`src/rtl/multicycle_pkg.sv`:
```
// Shared state encoding, opcode constants and datapath select encodings
// for the multicycle RISC-V controller.
package multicycle_pkg;

    typedef enum logic [3:0] {
        FETCH    = 4'd0,
        DECODE   = 4'd1,
        MEMADR   = 4'd2,
        MEMREAD  = 4'd3,
        MEMWB    = 4'd4,
        MEMWRITE = 4'd5,
        EXECR    = 4'd6,
        EXECI    = 4'd7,
        ALUWB    = 4'd8,
        BRANCH   = 4'd9,
        JAL      = 4'd10,
        TRAP     = 4'd11
    } state_t;

    localparam logic [6:0] OP_LW     = 7'b0000011;
    localparam logic [6:0] OP_SW     = 7'b0100011;
    localparam logic [6:0] OP_RTYPE  = 7'b0110011;
    localparam logic [6:0] OP_ITYPE  = 7'b0010011;
    localparam logic [6:0] OP_BRANCH = 7'b1100011;
    localparam logic [6:0] OP_JAL    = 7'b1101111;

    localparam logic [1:0] ALUOP_ADD   = 2'b00;
    localparam logic [1:0] ALUOP_SUB   = 2'b01;
    localparam logic [1:0] ALUOP_FUNCT = 2'b10;

    localparam logic [2:0] ALU_ADD = 3'b000;
    localparam logic [2:0] ALU_SUB = 3'b001;
    localparam logic [2:0] ALU_AND = 3'b010;
    localparam logic [2:0] ALU_OR  = 3'b011;
    localparam logic [2:0] ALU_SLT = 3'b101;

    localparam logic [1:0] RES_ALUOUT    = 2'b00;
    localparam logic [1:0] RES_RDATA     = 2'b01;
    localparam logic [1:0] RES_ALURESULT = 2'b10;

    localparam logic [1:0] SRCA_PC    = 2'b00;
    localparam logic [1:0] SRCA_OLDPC = 2'b01;
    localparam logic [1:0] SRCA_REG   = 2'b10;

    localparam logic [1:0] SRCB_WDATA = 2'b00;
    localparam logic [1:0] SRCB_IMM   = 2'b01;
    localparam logic [1:0] SRCB_FOUR  = 2'b10;

    localparam logic [1:0] IMM_I = 2'b00;
    localparam logic [1:0] IMM_S = 2'b01;
    localparam logic [1:0] IMM_B = 2'b10;
    localparam logic [1:0] IMM_J = 2'b11;

    // Immediate format depends only on the opcode, so it is valid in every state.
    function automatic logic [1:0] imm_src_of(input logic [6:0] op);
        case (op)
            OP_SW:     return IMM_S;
            OP_BRANCH: return IMM_B;
            OP_JAL:    return IMM_J;
            default:   return IMM_I;
        endcase
    endfunction

endpackage

```
`src/rtl/multicycle_controller_alu_decoder.sv`:
```
// Combinational ALU decoder: maps ALUOp plus instruction fields to the
// ALU operation code.
module mc_alu_decoder
    import multicycle_pkg::*;
(
    input  logic [1:0] aluop_i,
    input  logic [2:0] funct3_i,
    input  logic       funct7_5_i,
    input  logic       op5_i,
    output logic [2:0] alu_control_o
);

    always_comb begin
        alu_control_o = ALU_ADD;
        case (aluop_i)
            ALUOP_SUB: alu_control_o = ALU_SUB;
            ALUOP_FUNCT: begin
                case (funct3_i)
                    // Only R-type (opcode[5]=1) can encode sub; addi ignores bit 30.
                    3'b000:  alu_control_o = (op5_i & funct7_5_i) ? ALU_SUB : ALU_ADD;
                    3'b010:  alu_control_o = ALU_SLT;
                    3'b110:  alu_control_o = ALU_OR;
                    3'b111:  alu_control_o = ALU_AND;
                    default: alu_control_o = ALU_ADD;
                endcase
            end
            default: alu_control_o = ALU_ADD;
        endcase
    end

endmodule

```
`src/rtl/multicycle_controller.sv`:
```
// Multicycle RISC-V sequencing FSM: per-state datapath selects and enables,
// memory ready handshake with timeout, branch resolution and trap handling.
module multicycle_controller
    import multicycle_pkg::*;
#(
    parameter int TIMEOUT_CYCLES = 255,
    parameter int RETIRE_W       = 32
) (
    input  logic                clk,
    input  logic                reset,
    input  logic [6:0]          opcode,
    input  logic [2:0]          funct3,
    input  logic                funct7_5,
    input  logic                zero,
    input  logic                sign,
    input  logic                mem_ready,
    output logic                mem_req,
    output logic                MemWrite,
    output logic                AdrSrc,
    output logic                IRWrite,
    output logic                PCWrite,
    output logic                RegWrite,
    output logic [1:0]          ResultSrc,
    output logic [1:0]          ALUSrcA,
    output logic [1:0]          ALUSrcB,
    output logic [1:0]          ImmSrc,
    output logic [2:0]          ALUControl,
    output logic                illegal,
    output logic                bus_error,
    output logic [RETIRE_W-1:0] instr_retired
);

    localparam int WAIT_W = (TIMEOUT_CYCLES < 2) ? 1 : $clog2(TIMEOUT_CYCLES + 1);

    state_t              state_q, state_d;
    logic [WAIT_W-1:0]   wait_cnt_q, wait_cnt_d;
    logic                illegal_q, illegal_d;
    logic                bus_error_q, bus_error_d;
    logic [RETIRE_W-1:0] retired_q, retired_d;

    logic       mem_state;
    logic       timeout_hit;
    logic       take;
    logic [1:0] aluop;
    logic       mem_req_c, mem_write_c, ir_write_c, pc_write_c, reg_write_c;

    assign mem_state = (state_q == FETCH) || (state_q == MEMREAD) || (state_q == MEMWRITE);

    // A ready arriving in the same cycle as the limit wins over the trap.
    assign timeout_hit = (TIMEOUT_CYCLES != 0) && mem_state && !mem_ready &&
                         (wait_cnt_q == WAIT_W'(TIMEOUT_CYCLES));

    always_comb begin
        case (funct3)
            3'b000:  take = zero;
            3'b001:  take = ~zero;
            3'b100:  take = sign;
            default: take = 1'b0;
        endcase
    end

    always_comb begin
        state_d     = state_q;
        illegal_d   = illegal_q;
        bus_error_d = bus_error_q;
        case (state_q)
            FETCH: begin
                if (mem_ready)        state_d = DECODE;
                else if (timeout_hit) state_d = TRAP;
            end
            DECODE: begin
                case (opcode)
                    OP_LW, OP_SW: state_d = MEMADR;
                    OP_RTYPE:     state_d = EXECR;
                    OP_ITYPE:     state_d = EXECI;
                    OP_BRANCH:    state_d = BRANCH;
                    OP_JAL:       state_d = JAL;
                    default: begin
                        state_d   = TRAP;
                        illegal_d = 1'b1;
                    end
                endcase
            end
            MEMADR:   state_d = (opcode == OP_LW) ? MEMREAD : MEMWRITE;
            MEMREAD: begin
                if (mem_ready)        state_d = MEMWB;
                else if (timeout_hit) state_d = TRAP;
            end
            MEMWB:    state_d = FETCH;
            MEMWRITE: begin
                if (mem_ready)        state_d = FETCH;
                else if (timeout_hit) state_d = TRAP;
            end
            EXECR:    state_d = ALUWB;
            EXECI:    state_d = ALUWB;
            ALUWB:    state_d = FETCH;
            BRANCH:   state_d = FETCH;
            JAL:      state_d = ALUWB;
            TRAP:     state_d = TRAP;
            default:  state_d = FETCH;
        endcase

        if (timeout_hit) bus_error_d = 1'b1;

        if (mem_state && !mem_ready && (state_d == state_q))
            wait_cnt_d = wait_cnt_q + WAIT_W'(1);
        else
            wait_cnt_d = '0;

        // Every completed instruction ends with a return to FETCH.
        if ((state_d == FETCH) && (state_q != FETCH))
            retired_d = retired_q + RETIRE_W'(1);
        else
            retired_d = retired_q;
    end

    always_ff @(posedge clk or negedge reset) begin
        if (!reset) begin
            state_q     <= FETCH;
            wait_cnt_q  <= '0;
            illegal_q   <= 1'b0;
            bus_error_q <= 1'b0;
            retired_q   <= '0;
        end else begin
            state_q     <= state_d;
            wait_cnt_q  <= wait_cnt_d;
            illegal_q   <= illegal_d;
            bus_error_q <= bus_error_d;
            retired_q   <= retired_d;
        end
    end

    always_comb begin
        mem_req_c   = 1'b0;
        mem_write_c = 1'b0;
        ir_write_c  = 1'b0;
        pc_write_c  = 1'b0;
        reg_write_c = 1'b0;
        AdrSrc      = 1'b0;
        ResultSrc   = RES_ALUOUT;
        ALUSrcA     = SRCA_PC;
        ALUSrcB     = SRCB_WDATA;
        aluop       = ALUOP_ADD;
        case (state_q)
            FETCH: begin
                mem_req_c  = 1'b1;
                ir_write_c = mem_ready;
                pc_write_c = mem_ready;
                ResultSrc  = RES_ALURESULT;
                ALUSrcB    = SRCB_FOUR;
            end
            DECODE: begin
                ALUSrcA = SRCA_OLDPC;
                ALUSrcB = SRCB_IMM;
            end
            MEMADR: begin
                ALUSrcA = SRCA_REG;
                ALUSrcB = SRCB_IMM;
            end
            MEMREAD: begin
                mem_req_c = 1'b1;
                AdrSrc    = 1'b1;
            end
            MEMWB: begin
                ResultSrc   = RES_RDATA;
                reg_write_c = 1'b1;
            end
            MEMWRITE: begin
                mem_req_c   = 1'b1;
                mem_write_c = 1'b1;
                AdrSrc      = 1'b1;
            end
            EXECR: begin
                ALUSrcA = SRCA_REG;
                aluop   = ALUOP_FUNCT;
            end
            EXECI: begin
                ALUSrcA = SRCA_REG;
                ALUSrcB = SRCB_IMM;
                aluop   = ALUOP_FUNCT;
            end
            ALUWB:  reg_write_c = 1'b1;
            BRANCH: begin
                ALUSrcA    = SRCA_REG;
                aluop      = ALUOP_SUB;
                pc_write_c = take;
            end
            JAL: begin
                ALUSrcA    = SRCA_OLDPC;
                ALUSrcB    = SRCB_FOUR;
                pc_write_c = 1'b1;
            end
            default: ;
        endcase
    end

    mc_alu_decoder u_alu_decoder (
        .aluop_i       (aluop),
        .funct3_i      (funct3),
        .funct7_5_i    (funct7_5),
        .op5_i         (opcode[5]),
        .alu_control_o (ALUControl)
    );

    // Enables are blanked while reset is held so an aborted access never commits.
    assign mem_req  = mem_req_c   & reset;
    assign MemWrite = mem_write_c & reset;
    assign IRWrite  = ir_write_c  & reset;
    assign PCWrite  = pc_write_c  & reset;
    assign RegWrite = reg_write_c & reset;

    assign ImmSrc        = imm_src_of(opcode);
    assign illegal       = illegal_q;
    assign bus_error     = bus_error_q;
    assign instr_retired = retired_q;

endmodule

```
`config.mk`:
```
export PLATFORM = sky130hd
export DESIGN_NAME = multicycle_controller
export DESIGN_NICKNAME = d
export VERILOG_FILES = /design/src/rtl/multicycle_pkg.sv /design/src/rtl/multicycle_controller_alu_decoder.sv /design/src/rtl/multicycle_controller.sv
export SDC_FILE = /design/constraint.sdc
export NUM_CORES = 1
export LEC_CHECK = 0
export CORE_MARGIN = 3
export CORE_UTILIZATION = 50
export CTS_CLUSTER_DIAMETER = 100
export DETAILED_ROUTE_END_ITERATION = 7
export PLACE_DENSITY = 0.81
export SKIP_CTS_REPAIR_TIMING = 1
export SYNTH_ARGS = -nofsm -noshare
export SYNTH_HDL_FRONTEND = slang
export SYNTH_HIERARCHICAL = 1
export SYNTH_SLANG_ARGS = --single-unit
```
`constraint.sdc`:
```
create_clock -name clk -period 3.3 [get_ports clk]
set_input_delay 0.66 -clock clk [delete_from_list [all_inputs] [get_ports clk]]
set_output_delay 0.66 -clock clk [all_outputs]
set_load 0.01 [all_outputs]
```
==> impl_results.md, run 1 <==
- Total grt overflow: 0
- Setup WS pre-CTS: -0.0852 ns
- PwrDens: 587 nW/um^2
- Setup CP Type: reg -> out
- CTS tree: done
- Crit path from: state_q[1]$_DFF_PN0_
- FFs w/ async S/R, synth: 1.00
- Die height: 80.1 um
- Fin cells: 444
- Yosys reg bits: 46
- EDFF count, synth: 0
- Core ar.: 5200 um^2
- HPWL after DPL: 4.73 mm
- Pwr Total: 2.12 mW
- Syn Area/Cell: 9.19 um^2
- GP Congestion: 0.824
- Register area: 1150 um^2
- Detail Route Antenna Nets: 0
- CP dominant cell by count: inv_1
- Total of warnings raised by yosys: 6
- Clock Pin Slew Worst Setup and Hold Paths: 0.08 ns
- DRC: 0
- Initial Util: 0.528
- Worst path top cell family by delay: simple AND/OR/NAND/NOR gates
- Layout cell share with drive strength beyond 1: 0.0882
- Largest net degree at the start of global routing: 47
- WP data arrival: 2.50 ns
- Final Instance Area: 3610 um^2
- Worst path max stage delay: 0.53 ns
- Met1 wire length: 2.81 mm
- Setup TNS: 0 ns
- Minimum clock period: 3.16 ns
- Syn Nets: 319
- Worst setup margin: 0.142 ns
- DR pass1 iterations: 4
- Crit path buf inv count: 3
- Slew Viols, Final: 0
- Peak supply drop: 0.458 mV
- Clk_lat worst skew: 0.29 ns
- Fmax: 0.317 GHz
- RSZ-0062 raised after global routing: no
- Sink Count: 46
- Routed wire length per instance: 14.1 um
- Syn Std Cell Area: 2750 um^2
- Ant diodes: 0
- Max Cap Viol: 0
- First-pass GRT wire length: 10.7 mm
- Final Skew: 0.00815 ns
- Largest fanout on the critical path: 3
- CTS max path bufs: 2
- Number of H-tree levels: 2
- Final hold vios: 0
- Final #Nets: 394
- FILL cells: 415
- Number of global-route vias before repair: 2366
- Via count: 2431
- Leakage: 1.65 nW
- CTS root buf: clkbuf_8
- Final period util: 0.957
- Die ar.: 6420 um^2
- Worst-Margin Slew: 0.563 ns
- Req. time, crit path: 2.64 ns
- Total length of routed met3 wires: 281 um
- Placed Instance Area: 3530 um^2
- Mapped Cells: 299
- Worst Hold Class: in -> async
- Crit path launch type: register
- Die W: 80.1 um
- Synth cell types: 48
- Slew HR: 0.624
- Crit. End Element: primary output
- Area Overhead vs Synth: 31.4%
- Antenna violations before repair: 0
- GRT Util Overall: 0.209
- CP max-delay cell: clkdlybuf4s50_1
- Cell Count Post-Placement: 437
- CTS buffer count: 5
- Top Layer Used: met4
- CP Cell Sequence: nand2b_1, or3_1, inv_1, inv_1, ha_1, and4b_2, clkdlybuf4s50_1
- Via-to-Cell Ratio: 5.48
- Multi-input combinational cell area: 1460 um^2
- Sequential area share after synthesis: 0.419
- Std-Cell Rows: 26
- Port Buffers: 66
- Primary FF master, synth: dfrtp_1
- Initial DRC Count: 162
- Reg-to-Reg Start: wait_cnt_q[0]$_DFF_PN0_
- I/O Pins: 67
- Status: completed
- Routed Wire Length: 6.25 mm
- Final setup vio count: 0
- Met2 routed WL: 3.09 mm
[sequential cells by signal, summed over array words and instances (netlist names)]
name,cells
wait_cnt_q,8
illegal,1
bus_error,1
instr_retired,32
state_q,4
[final timing paths]
path | end | depth (start not counted) | slack (ns)
max | ALUControl[1] | 7 | 0.14
min | instr_retired[20]$_DFFE_PN0P_ | 2 | 0.46
max reg2reg | instr_retired[21]$_DFFE_PN0P_ | 8 | 0.56
min reg2reg | illegal$_DFFE_PN0P_ | 1 | 0.47
max in group asynchronous | instr_retired[8]$_DFFE_PN0P_ | 2 | 2.45
min in group clk | illegal$_DFFE_PN0P_ | 1 | 0.47
[power by group]
part           switching, mW  total, mW  internal (mW)
Sequential            0.0690      0.699          0.630
Clock                  0.181      0.327          0.145
Combinational          0.597       1.10          0.499
[worst register-to-register path, cell delays in order (launching register included)]
cell      delay, ns
dfrtp_1        0.40
ha_1           0.20
nand3_1        0.15
nor3_1         0.42
a211oi_1       0.18
or4b_1         0.60
buf_4          0.17
nor4_1         0.34
xor2_1         0.19
[routing by layer]
layer / GRT usage / up-vias
met5: 0 / -
met3: 0.0381 / 12
met1: 0.282 / 1152
met2: 0.349 / 93
met4: 0.0541 / 0
li1: - / 1174
[cells by family (layout without fill, tap and decap cells)]
family | Yosys count | after routing | share of synthesized area
DFF | 46 | 46 | 0.419
adders and majority gates | 4 | 4 | 0.0182
xor gates and xnor gates | 42 | 42 | 0.134
AOI/OAI and AO/OA | 26 | 26 | 0.0655
buffers and inverters | 31 | 106 | 0.0519
and+or+nand+nor | 148 | 148 | 0.304
muxes | 2 | 2 | 0.00774
[Yosys cell counts, types with 4 or more instances]
library cell	n	share of area
dfrtp_1	46	0.42
xor2_1	30	0.096
nor2_1	29	0.040
nand2_1	27	0.037
nor3_1	24	0.044
inv_1	18	0.025
xnor2_1	12	0.038
nand3_1	11	0.020
a21oi_1	8	0.015
and2_1	6	0.014
buf_2	6	0.011
nor3b_1	6	0.016
and3_1	5	0.011
nand4_1	5	0.011
nor2b_1	5	0.011
ha_1	4	0.018
nor4_1	4	0.0091
o21ai_0	4	0.0073
or3_1	4	0.0091
[area by class of cell]
type / count / area share
clock inverters: 1 / 0.00208
well taps: 70 / 0.0242
repair buffers: 81 / 0.213
multi-input cells: 222 / 0.403
flip-flops and latches: 46 / 0.319
inverters: 18 / 0.0187
clock buffers: 6 / 0.0201
[per-stage QoR]
| stage | utilization | hold WS (ns) |
|---|---|---|
| floorplan | - | 0.364 |
| global placement | 0.678 | 0.452 |
| detailed placement | 0.678 | 0.458 |
| CTS | 0.694 | 0.477 |
| global route | 0.694 | 0.491 |
| finish | 0.694 | 0.455 |
[cell usage in the layout, fill, tap and decap left out, types with 6 or more instances in the layout]
master | synthesis | layout
xnor2_1 | 12 | 12
dfrtp_1 | 46 | 46
nand2_1 | 27 | 27
nand3_1 | 11 | 11
xor2_1 | 30 | 30
nor2_1 | 29 | 29
and2_1 | 6 | 6
clkdlybuf4s50_1 | 0 | 64
nor3b_1 | 6 | 6
inv_1 | 18 | 18
a21oi_1 | 8 | 8
nor3_1 | 24 | 24
buf_4 | 1 | 15
(Power assumes the default switching activity.)
==> run 2: changes to the inputs <==
--- a/config.mk
+++ b/config.mk
@@ -7,7 +7,7 @@
 export LEC_CHECK = 0
 export CORE_MARGIN = 3
 export CORE_UTILIZATION = 50
-export CTS_CLUSTER_DIAMETER = 100
+export CTS_CLUSTER_DIAMETER = 50
 export DETAILED_ROUTE_END_ITERATION = 7
 export PLACE_DENSITY = 0.81
 export SKIP_CTS_REPAIR_TIMING = 1
==> results of run 2 <==
No change in the layout: final DEF, timing and power equal those of run 1.
==> run 3: changes to the inputs <==
--- a/config.mk
+++ b/config.mk
@@ -10,7 +10,6 @@
 export CTS_CLUSTER_DIAMETER = 50
 export DETAILED_ROUTE_END_ITERATION = 7
 export PLACE_DENSITY = 0.81
-export SKIP_CTS_REPAIR_TIMING = 1
 export SYNTH_ARGS = -nofsm -noshare
 export SYNTH_HDL_FRONTEND = slang
 export SYNTH_HIERARCHICAL = 1
==> constraint.sdc (replaced) <==
create_clock -name clk -period 3.3 [get_ports clk]
set_input_delay 0.495 -clock clk [delete_from_list [all_inputs] [get_ports clk]]
set_output_delay 0.495 -clock clk [all_outputs]
set_load 0.01 [all_outputs]
==> impl_results.md, run 3 (synthesis results as in run 1) <==
- Initial Util: 0.528
- Clk_lat worst skew: 0.31 ns
- Worst path max stage delay: 0.60 ns
- Status: completed
- HPWL after DPL: 4.38 mm
- Minimum clock period: 3.11 ns
- PwrDens: 590 nW/um^2
- Crit path buf inv count: 3
- Combinational power share: 0.498
- Detail Route Antenna Nets: 0
- Final setup vio count: 0
- CTS root buf: clkbuf_8
- Worst-Margin Slew: 0.544 ns
- Total grt overflow: 0
- Via count: 2344
- Largest fanout on the critical path: 10
- WP data arrival: 2.61 ns
- Sequential Power Share: 0.335
- GP Congestion: 0.823
- Die height: 80.1 um
- Initial DRC Count: 145
- Area Overhead vs Synth: 31.0%
- Int Power: 1.28 mW
- GRT Util Overall: 0.199
- Final Skew: 0.00700 ns
- Crit. End Element: primary output
- DR pass1 iterations: 6
- DRC: 0
- Final hold vios: 0
- Sw power: 0.848 mW
- Clock Power Share: 0.167
- Layout cell share with drive strength beyond 1: 0.0784
- Slew HR: 0.637
- Peak supply drop: 0.460 mV
- Ant diodes: 0
- Core ar.: 5200 um^2
- Crit path launch type: register
- Max Cap Viol: 0
- Final #Nets: 389
- Die W: 80.1 um
- Via-to-Cell Ratio: 5.33
- Commonest non-fill, non-tap cell in the layout: clkdlybuf4s50_1
- CP Cell Sequence: or3_1, inv_1, inv_1, ha_1, nor4b_1, clkdlybuf4s50_1
- CTS resizes: 0
- Fmax: 0.322 GHz
- I/O Pins: 67
- Sink Count: 46
- CTS buffer count: 5
- Util after Layout: 0.692
- Leakage: 1.62 nW
- Slew Viols, Final: 0
- Antenna violations before repair: 0
- Worst Hold Class: reg -> reg
- Worst path top cell family by delay: simple AND/OR/NAND/NOR gates
- Largest register FFs: 32
- Number of global-route vias before repair: 2231
- RSZ-0062 raised after global routing: no
- Die ar.: 6420 um^2
- CP dominant cell by count: inv_1
- Clock Pin Slew Worst Setup and Hold Paths: 0.09 ns
- Setup CP Type: reg -> out
- Port Buffers: 66
- Post-CTS setup buffer count: 0
- Number of H-tree levels: 2
- Final period util: 0.942
- Req. time, crit path: 2.80 ns
- Largest net degree at the start of global routing: 45
- Std-Cell Rows: 26
- Sw Ratio: 0.399
- Routed wire length per instance: 13.3 um
- Setup TNS: 0 ns
- CTS max path bufs: 2
- CP max-delay cell: clkdlybuf4s50_1
- CTS tree: done
- Routed Wire Length: 5.86 mm
- Most frequent cells in the layout: 65 x clkdlybuf4s50_1, 46 x dfrtp_1, 30 x xor2_1
- First-pass GRT wire length: 10.2 mm
-- run 3: through the flow --
step | setup WS, ns | instance area [um^2] | instances | total power [mW] | hold slack, ns
after floorplan | 0.773 | 2750 | 299 | 1.41 | 0.199
after global placement | 0.135 | 3500 | 431 | 1.77 | 0.309
after detailed placement | 0.0392 | 3500 | 431 | 1.78 | 0.308
after CTS | 0.165 | 3600 | 440 | 2.14 | 0.481
after global routing | 0.0398 | 3600 | 440 | 2.28 | 0.504
final | 0.192 | 3600 | 440 | 2.12 | 0.474
-- run 3: what timing repair did --
item,4_1_cts,5_1_grt
hold buffers,1,0
endpoints found under the setup margin,0,0
endpoints found under the hold margin,2,0
-- run 3: final timing paths --
| kind | startpoint | endpoint | slack (ns) | depth (start not counted) |
|---|---|---|---|---|
| worst max-delay path | state_q[2]$_DFF_PN0_ | ALUControl[2] | 0.19 | 6 |
| worst min-delay path | illegal$_DFFE_PN0P_ | illegal$_DFFE_PN0P_ | 0.47 | 1 |
| worst max register to register | state_q[2]$_DFF_PN0_ | instr_retired[24]$_DFFE_PN0P_ | 0.52 | 8 |
| worst min register to register | illegal$_DFFE_PN0P_ | illegal$_DFFE_PN0P_ | 0.47 | 1 |
| max in group asynchronous | reset | instr_retired[4]$_DFFE_PN0P_ | 2.06 | 3 |
| min in group asynchronous | reset | instr_retired[20]$_DFFE_PN0P_ | 0.52 | 2 |
-- run 3: cell type report --
type	count	area, um^2
sequential	46	1150
inverter	18	67.6
tap	70	87.6
clock buffer	5	68.8
fill	413	1600
timing repair buffer	76	746
multi-input combinational	222	1460
clock inverter	3	25.0
-- run 3: power by group through the flow --
stage	Sequential, mW	Combinational (mW)	Clock, mW
after floorplan	0.719	0.693	0
after global placement	0.720	1.05	0
after detailed placement	0.721	1.05	0
after CTS	0.711	1.06	0.367
after global routing	0.725	1.16	0.389
final	0.711	1.06	0.354
-- run 3: layer usage --
metal	wire length, um	track usage
met4	72	0.0659
met5	0	0
met2	2810	0.307
met3	236	0.0448
met1	2750	0.276
-- run 3: worst reg2reg max path: cells and delay by family, from the launching register on --
| kind | cells | cell delay, ns |
|---|---|---|
| flops | 1 | 0.57 |
| simple gates | 2 | 0.98 |
| compound gates | 2 | 0.35 |
| buf+inv | 2 | 0.46 |
| xor+xnor | 2 | 0.36 |
